### src/rtl/loader_pkg.sv
// Shared types and default constants for the UART word assembler slice.
package loader_pkg;

    // Publish FSM states
    typedef enum logic [1:0] {
        StIdle,
        StPublish,
        StGap
    } pub_state_e;

    localparam int unsigned DefValidStretch  = 2;
    localparam int unsigned DefMaxWords      = 8;
    localparam int unsigned DefTimeoutCycles = 5_000_000;

endpackage

### src/rtl/uart_word_assembler_if.sv
// Byte-in / word-out bundle of the UART word assembler.
// master: UART receiver side plus whoever consumes the word; slave: the assembler.
interface uart_word_assembler_if
    import loader_pkg::*;
#(
    parameter int unsigned MAX_WORDS = DefMaxWords
);
    localparam int unsigned CountW = $clog2(MAX_WORDS + 1);

    logic              i_rx_valid;
    logic [7:0]        i_rx_byte;
    logic [31:0]       o_word;
    logic              o_word_valid;
    logic [1:0]        o_byte_count;
    logic [CountW-1:0] o_word_count;
    logic              o_full;
    logic              o_overrun;
    logic              o_timeout;

    modport master (
        output i_rx_valid,
        output i_rx_byte,
        input  o_word,
        input  o_word_valid,
        input  o_byte_count,
        input  o_word_count,
        input  o_full,
        input  o_overrun,
        input  o_timeout
    );

    modport slave (
        input  i_rx_valid,
        input  i_rx_byte,
        output o_word,
        output o_word_valid,
        output o_byte_count,
        output o_word_count,
        output o_full,
        output o_overrun,
        output o_timeout
    );

endinterface

### src/rtl/byte_packer.sv
// Little-endian byte-to-word packer: three-byte assembly register plus byte counter.
// The 4th byte is never stored; it is combined directly into word_o on the completing strobe.
module byte_packer (
    input  logic        clk,
    input  logic        rst,
    input  logic        rx_valid_i,
    input  logic [7:0]  rx_byte_i,
    input  logic        clear_i,
    output logic [1:0]  byte_count_o,
    output logic        word_done_o,
    output logic [31:0] word_o
);

    logic [23:0] asm_q, asm_d;
    logic [1:0]  cnt_q, cnt_d;

    // Next-state: a strobe always wins over a clear request
    always_comb begin
        asm_d = asm_q;
        cnt_d = cnt_q;
        if (rx_valid_i) begin
            unique case (cnt_q)
                2'd0:    asm_d = {16'h0000, rx_byte_i};
                2'd1:    asm_d[15:8] = rx_byte_i;
                2'd2:    asm_d[23:16] = rx_byte_i;
                default: asm_d = '0;
            endcase
            cnt_d = cnt_q + 2'd1;
        end else if (clear_i) begin
            asm_d = '0;
            cnt_d = '0;
        end
    end

    // Assembly state registers
    always_ff @(posedge clk or negedge rst) begin
        if (!rst) begin
            asm_q <= '0;
            cnt_q <= '0;
        end else begin
            asm_q <= asm_d;
            cnt_q <= cnt_d;
        end
    end

    assign byte_count_o = cnt_q;
    assign word_done_o  = rx_valid_i && (cnt_q == 2'd3);
    assign word_o       = {rx_byte_i, asm_q};

endmodule

### src/rtl/uart_word_assembler.sv
// Collects UART bytes into 32-bit words and publishes each as a stretched valid level
// followed by a one-cycle gap. Optional inter-byte timeout: define UART_WORD_TIMEOUT_EN.
module uart_word_assembler
    import loader_pkg::*;
#(
    parameter int unsigned VALID_STRETCH  = DefValidStretch,
    parameter int unsigned MAX_WORDS      = DefMaxWords,
    parameter int unsigned TIMEOUT_CYCLES = DefTimeoutCycles
) (
    input  logic                  clk,
    input  logic                  rst,
    uart_word_assembler_if.slave  bus
);

    localparam int unsigned CountW      = $clog2(MAX_WORDS + 1);
    localparam logic [2:0]  StretchInit = 3'(VALID_STRETCH - 1);

    if (VALID_STRETCH < 1 || VALID_STRETCH > 7 || MAX_WORDS < 1 || TIMEOUT_CYCLES < 1)
    begin : g_bad_param
        $error("uart_word_assembler: parameter out of range");
    end

    logic        word_done;
    logic [31:0] packed_word;
    logic [1:0]  byte_count;
    logic        clear_partial;
    logic        timeout_pulse;

    byte_packer u_packer (
        .clk          (clk),
        .rst          (rst),
        .rx_valid_i   (bus.i_rx_valid),
        .rx_byte_i    (bus.i_rx_byte),
        .clear_i      (clear_partial),
        .byte_count_o (byte_count),
        .word_done_o  (word_done),
        .word_o       (packed_word)
    );

`ifdef UART_WORD_TIMEOUT_EN
    localparam int unsigned TmoW = $clog2(TIMEOUT_CYCLES + 1);

    logic [TmoW-1:0] tmo_cnt_q;
    logic            timeout_q;
    logic            tmo_expire;

    // Expiry only when a partial word is held and no byte arrives on this edge
    assign tmo_expire = !bus.i_rx_valid && (byte_count != 2'd0) &&
                        (tmo_cnt_q == TmoW'(TIMEOUT_CYCLES - 1));

    // Inter-byte idle counter; parked at zero while no partial word is held
    always_ff @(posedge clk or negedge rst) begin
        if (!rst) begin
            tmo_cnt_q <= '0;
            timeout_q <= 1'b0;
        end else begin
            if (bus.i_rx_valid || byte_count == 2'd0 || tmo_expire) begin
                tmo_cnt_q <= '0;
            end else begin
                tmo_cnt_q <= tmo_cnt_q + TmoW'(1);
            end
            timeout_q <= tmo_expire;
        end
    end

    assign clear_partial = tmo_expire;
    assign timeout_pulse = timeout_q;
`else
    assign clear_partial = 1'b0;
    assign timeout_pulse = 1'b0;
`endif

    pub_state_e        state_q;
    logic [31:0]       word_q;
    logic              valid_q;
    logic [2:0]        stretch_q;
    logic [CountW-1:0] count_q;
    logic              full_q;
    logic              overrun_q;

    // Publish FSM with word counter and sticky flags; all outputs registered
    always_ff @(posedge clk or negedge rst) begin
        if (!rst) begin
            state_q   <= StIdle;
            word_q    <= '0;
            valid_q   <= 1'b0;
            stretch_q <= '0;
            count_q   <= '0;
            full_q    <= 1'b0;
            overrun_q <= 1'b0;
        end else begin
            unique case (state_q)
                StIdle: begin
                    if (word_done && !full_q) begin
                        word_q    <= packed_word;
                        valid_q   <= 1'b1;
                        stretch_q <= StretchInit;
                        count_q   <= count_q + CountW'(1);
                        full_q    <= (count_q == CountW'(MAX_WORDS - 1));
                        state_q   <= StPublish;
                    end
                end
                StPublish: begin
                    // Completion while busy is dropped; once full, drops are silent
                    if (word_done && !full_q) begin
                        overrun_q <= 1'b1;
                    end
                    if (stretch_q == 3'd0) begin
                        valid_q <= 1'b0;
                        state_q <= StGap;
                    end else begin
                        stretch_q <= stretch_q - 3'd1;
                    end
                end
                StGap: begin
                    if (word_done && !full_q) begin
                        overrun_q <= 1'b1;
                    end
                    state_q <= StIdle;
                end
                default: state_q <= StIdle;
            endcase
        end
    end

    assign bus.o_word       = word_q;
    assign bus.o_word_valid = valid_q;
    assign bus.o_byte_count = byte_count;
    assign bus.o_word_count = count_q;
    assign bus.o_full       = full_q;
    assign bus.o_overrun    = overrun_q;
    assign bus.o_timeout    = timeout_pulse;

endmodule

### src/flat_wrapper.sv
// flat-port wrapper written by rule: the top's interface ports become plain ports
module uart_word_assembler_flat import loader_pkg::*;
#(
    parameter int unsigned VALID_STRETCH  = DefValidStretch,
    parameter int unsigned MAX_WORDS      = DefMaxWords,
    parameter int unsigned TIMEOUT_CYCLES = DefTimeoutCycles
)
  (clk, rst, bus_i_rx_valid, bus_i_rx_byte, bus_o_word, bus_o_word_valid, bus_o_byte_count, bus_o_word_count, bus_o_full, bus_o_overrun, bus_o_timeout);
  uart_word_assembler_if #(.MAX_WORDS(MAX_WORDS)) bus_i ();
  input  logic clk;
  input  logic rst;
  input wire logic [$bits(bus_i.i_rx_valid)-1:0] bus_i_rx_valid;
  input wire logic [$bits(bus_i.i_rx_byte)-1:0] bus_i_rx_byte;
  output wire logic [$bits(bus_i.o_word)-1:0] bus_o_word;
  output wire logic [$bits(bus_i.o_word_valid)-1:0] bus_o_word_valid;
  output wire logic [$bits(bus_i.o_byte_count)-1:0] bus_o_byte_count;
  output wire logic [$bits(bus_i.o_word_count)-1:0] bus_o_word_count;
  output wire logic [$bits(bus_i.o_full)-1:0] bus_o_full;
  output wire logic [$bits(bus_i.o_overrun)-1:0] bus_o_overrun;
  output wire logic [$bits(bus_i.o_timeout)-1:0] bus_o_timeout;
  assign bus_i.i_rx_valid = bus_i_rx_valid;
  assign bus_i.i_rx_byte = bus_i_rx_byte;
  assign bus_o_word = bus_i.o_word;
  assign bus_o_word_valid = bus_i.o_word_valid;
  assign bus_o_byte_count = bus_i.o_byte_count;
  assign bus_o_word_count = bus_i.o_word_count;
  assign bus_o_full = bus_i.o_full;
  assign bus_o_overrun = bus_i.o_overrun;
  assign bus_o_timeout = bus_i.o_timeout;
  uart_word_assembler #(.VALID_STRETCH(VALID_STRETCH), .MAX_WORDS(MAX_WORDS), .TIMEOUT_CYCLES(TIMEOUT_CYCLES)) u_core (.clk(clk), .rst(rst), .bus(bus_i));
endmodule
### config.mk
export PLATFORM = sky130hd
export DESIGN_NAME = uart_word_assembler_flat
export DESIGN_NICKNAME = d
export VERILOG_FILES = /design/src/rtl/loader_pkg.sv /design/src/rtl/uart_word_assembler_if.sv /design/src/rtl/byte_packer.sv /design/src/rtl/uart_word_assembler.sv /design/src/flat_wrapper.sv
export SDC_FILE = /design/constraint.sdc
export NUM_CORES = 1
export LEC_CHECK = 0
export BUFFER_PORTS_ARGS = -buffer_cell sky130_fd_sc_hd__buf_2
export CAP_MARGIN = 30
export CORE_ASPECT_RATIO = 0.8
export CORE_MARGIN = 4
export CORE_UTILIZATION = 48
export CTS_BUF_LIST = sky130_fd_sc_hd__clkbuf_4
export CTS_CLUSTER_DIAMETER = 150
export DETAILED_ROUTE_END_ITERATION = 10
export GPL_TIMING_DRIVEN = 0
export PLACE_DENSITY = 0.73
export SYNTH_ARGS = -nofsm -noshare
export SYNTH_HDL_FRONTEND = slang
export SYNTH_SLANG_ARGS = --single-unit
### constraint.sdc
create_clock -name clk -period 1.5 [get_ports clk]
set_input_delay 0.075 -clock clk [delete_from_list [all_inputs] [get_ports clk]]
set_output_delay 0.075 -clock clk [all_outputs]
set_load 0.01 [all_outputs]
Word level (Yosys, flattened, before mapping). Index checks and enable logic that the tools add are counted.

Add/sub/neg operators: 3. Equal/unequal tests: 9. Muxes and demuxes: 12. Bitwise logic cells: 3. Reduce and logical (&&, ||, !) cells: 17.

Operators by type and width (number): one-hot mux 8 bit (2 select lines) (3); AND reduction 2 bit (6); equality test 2 bit (second input constant) (3); 2-to-1 mux 3 bit (2); one-hot mux 3 bit (2 select lines) (1); AND reduction 3 bit (2); adder 4 x 1 -> 4 bit (second input constant) (1); equality test 2 x 1 -> 1 bit (second input constant) (2); equality test 4 x 3 -> 1 bit (second input constant) (1); logical NOT 2 bit (2); 2-to-1 mux 2 bit (2); inequality test 2 x 1 -> 1 bit (second input constant) (2); one-hot mux 2 bit (2 select lines) (1); OR reduction 2 bit (2); logical NOT 3 bit (1); NOT 1 bit (3); subtractor 3 x 1 -> 3 bit (second input constant) (1); adder 2 x 1 -> 2 bit (second input constant) (1); logical AND 1 bit (2); 2-to-1 mux 1 bit (2); inequality test 2 bit (second input constant) (1); one-hot mux 1 bit (2 select lines) (1); nonzero test 2 bit (1); logical NOT 1 bit (1).

Register bits after elaboration: 70. Output and inout bits: 42.

Longest topological paths before layout.
Depth in word-level cells: 5. Mapped depth: 7.

By module. Synthesis repeated with hierarchy kept, for this count alone.

Cell total of the unflattened synthesis: 351. Area total of the unflattened synthesis: 3404.5 um2.

Modules (own cells, without submodules): uart_word_assembler (instances 1, cells each 194, area each 1866.8 um2, sequential area each 1101.1 um2); byte_packer (instances 1, cells each 157, area each 1537.7 um2, sequential area each 650.6 um2).

Least setup slack after synthesis. No wires, ideal clock.

Path type: reg-to-reg. Start: register u_core.u_packer.cnt_q[0] (netlist: u_core.u_packer.byte_count_o[0]). End: register u_core.u_packer.asm_q[10]. Library setup time: 129 ps. Data arrival time: 1345 ps. Path slack: 26 ps. Stages on the path, launching flop included: 8. Path buffers: 2. Clock period less this slack: 1474 ps. Cells stage by stage: dfrtp_1 inv_1 ha_1 buf_2 nand2b_1 buf_2 nand2_1 o21ai_0.

Cells in the longest elaborated chain, start to end: 3. Elaborated cells on any way between the ends: 5. Classes of those cells: eq/ne (2); mux (1); bitwise (1); reduce/logical (1).

Ends and longest elaborated chain: start, declared (line byte_packer.sv:15) `logic [1:0] cnt_q, cnt_d;`; start signal, assigned (line byte_packer.sv:42) `cnt_q <= cnt_d;`; equality test 2 bit (line byte_packer.sv:22) `unique case (cnt_q)`; NOT 1 bit (no line); AND reduction 2 bit (no line); end signal, assigned (line byte_packer.sv:41) `asm_q <= asm_d;`; end, declared (line byte_packer.sv:14) `logic [23:0] asm_q, asm_d;`.

Parallel ways exist; a longest one is shown, timed or not. A chain may end at the register's enable or synchronous reset.

Final worst setup path.
Start: register u_core.state_q[1]. End: register u_core.word_q[1] (netlist: u_core.bus.o_word[1]).

Cells in the longest elaborated chain, start to end: 2.

Ends and longest elaborated chain: start, declared (line uart_word_assembler.sv:73) `pub_state_e state_q;`; start signal, assigned (line uart_word_assembler.sv:84) `state_q <= StIdle;`; start signal, assigned (line uart_word_assembler.sv:100) `state_q <= StPublish;`; start signal, assigned (line uart_word_assembler.sv:110) `state_q <= StGap;`; logical NOT 2 bit (line uart_word_assembler.sv:92) `unique case (state_q)`; AND reduction 2 bit (no line); end signal, assigned (line uart_word_assembler.sv:95) `word_q <= packed_word;`; end, declared (line uart_word_assembler.sv:74) `logic [31:0] word_q;`.

Every way passes these cells.

==> results.yml <==
outcome:
  outcome: "finished, final reports clean"
routing:
  firstDrtPassIters: 4
  avgViaCountPerCell: 5.071
  wl_per_cell_um: 15.02
  vias: 2495
  drc: 0
  wirelength_um: 7388
  dr.first_iter.drc_count: 241
  final_antenna_net_count: 0
final_layout:
  drive_gt1_frac: 0.3285
  diodes: 0
  areaGrowthSynthToFinish_pct: 31.30
  final_cell_mix: "nand2_1, dfrtp_1, buf_2"
  final_common_cell: "nand2_1"
  finalNetCount: 427
logic_synthesis:
  syn_area_per_cell_sq_um: 9.482
  async_flop_share: 1.000
  synthCells: 320
  yosysUniqueCellTypes: 32
  ys_ff_latch: 70
  synth_enable_flop_cells: 0
  ys_seq_area_frac: 0.5773
  synth_warnings: 0
  syn_area_sq_um: 3034
  synth_nets: 340
  synth_flop_cell: "dfrtp_1"
sta:
  finalClockSkew_ns: 0.01181
  fmax_mhz: 670.6
  final.setup.worst_slack_ns: 0.008812
  worst_pin_slew_ns: 0.8614
  rsz0062_at_grt: "true"
  period_minus_slack_ns: 1.491
  hold_ws_ns: 0.3174
  drv_slew: 0
  hold_viol: 0
  finalCritPeriodShare: 0.9941
  setup_viol: 0
  slew_headroom: 0.4258
cts:
  path_clk_slew_ns: 0.11
  cts-root-buf: "clkbuf_4"
  cts.sinks: 70
  cts_buffer_depth: 2
  ctsHtreeMaxLevel: 3
  cts_tree: "yes"
  cts_buffers: 9
  clock_latency_ns: 0.40
power:
  power_density_nw_per_um2: 1920
  vdd_ir_drop_max_mv: 0.9495
  power.leakage_nw: 2.115
grt:
  antenna_found_initial: 0
  grt_max_degree: 71
  grt-ovfl-total: 0
  grt_usage: 0.1888
  grt_pass1_wl_um: 11470
  grt_pass1_vias: 2338
floorplan:
  coreArea_sq_um: 6006
  num_rows: 25
  ios: 53
  die_h_um: 79.11
  initial_core_util: 0.5052
  die_area_sq_um: 7665
  die_w_um: 96.89
setup_path:
  timing.rr.start: "u_core.state_q[1]"
  cp-start-kind: "register"
  cp_data_required_time_ns: 1.81
  criticalPathCategory: "register to register"
  end_kind: "register"
  crit_start: "u_core.state_q[1]"
  cp_data_arrival_time_ns: 1.80
  crit_fanout: 7
place:
  place_congestion: 0.7738
  hpwl_um: 4427
  io_buffers: 50
  place_ws_ns: -0.1395
run:
  cap_viol_max_count: 0
min_path:
  holdCritPathClass: "primary input to asynchronous set/reset pin"
per-layer routing:
| layer | part of all wire | vias up | global-route usage |
|---|---|---|---|
| met5 | 0 | - | 0 |
| met4 | 0.012 | 0 | 0.04909 |
| met3 | 0.066 | 7 | 0.05970 |
| met2 | 0.47 | 81 | 0.2858 |
| met1 | 0.46 | 1203 | 0.2652 |
| li1 | - | 1204 | - |
state kept, by name, summed over array words and instances (netlist names):
signal and flops:
u_core.bus.o_full 1, u_core.u_packer.asm_q 24, u_core.state_q 2, u_core.stretch_q 3
u_core.u_packer.byte_count_o 2, u_core.bus.o_word 32, u_core.bus.o_word_valid 1, u_core.bus.o_word_count 4
u_core.bus.o_overrun 1
where the power goes:
| part | leakage [nW] | internal (mW) | switching (mW) |
|---|---|---|---|
| sequential | 0.920 | 2.65 | 0.572 |
| clock | 0.0623 | 0.376 | 0.622 |
| combinational | 1.13 | 1.61 | 1.82 |
| total | 2.12 | 4.64 | 3.01 |
per-stage QoR:
stage | total power, mW | TNS [ns] | area [sq um] | cells | util
after floorplan | 4.801 | 0 | 3034 | 320 | -
after global placement | 5.703 | -5.110 | 3386 | 451 | 0.5638
after detailed placement | 5.810 | -5.667 | 3388 | 451 | 0.5642
after CTS | 6.956 | -0.002702 | 3654 | 479 | 0.6083
after global routing | 8.246 | -0.5771 | 3984 | 492 | 0.6633
final | 7.651 | 0 | 3984 | 492 | 0.6633
critical path, stage by stage, from the launching register on:
cell       delay (ns)
dfrtp_1          0.41
inv_2            0.09
ha_4             0.14
buf_6            0.13
nand4b_4         0.24
clkbuf_16        0.26
nand2_2          0.06
nand2_1          0.06
path summary, 6_finish.rpt:
| kind | slack, ns | endpoint | cells past startpoint |
|---|---|---|---|
| worst min-delay path | 0.32 | u_core.u_packer.asm_q[14] | 2 |
| worst min register to register | 0.47 | u_core.bus.o_word[6] | 2 |
| worst max-delay path | 0.009 | u_core.bus.o_word[1] | 7 |
| min in group clk | 0.47 | u_core.bus.o_word[6] | 2 |
| max in group asynchronous | 0.56 | u_core.u_packer.byte_count_o[0] | 2 |
| worst max register to register | 0.009 | u_core.bus.o_word[1] | 7 |
kinds of logic after synthesis:
family,synth area share
adder cells (fa/ha/maj),0.03711
other,0.001236
buffers and inverters,0.05072
XOR/XNOR,0.01402
flip-flops,0.5773
AO/OA/AOI/OAI,0.08289
AND/OR/NAND/NOR,0.2367
cells in the mapped netlist, types with 4 or more instances:
cell      number  area [sq um]
nand2_1      153         574.3
dfrtp_1       70          1752
o21ai_0       26         130.1
buf_2          9         45.04
ha_1           9         112.6
inv_1          9         33.78
nand2b_1       6         37.54
buf_6          5         56.30
a21oi_1        4         20.02
final cells by class:
class	instances	area, sq um
sequential	70	1754
tap	81	101.3
fill	493	2022
clock inverter	3	12.51
buffer	16	161.4
multi-input combinational	225	1314
timing repair buffer	76	516.7
clock buffer	12	90.09
inverter	9	33.78
repair_timing:
action	in CTS	in global routing
gates resized for setup	12	56
hold buffers	10	0
cloned	0	4
endpoints found under the hold margin	104	0
buffers inserted	3	10
pin swaps	0	36
setup endpoints to repair	56	59
Power figures use the tool's default switching activity.
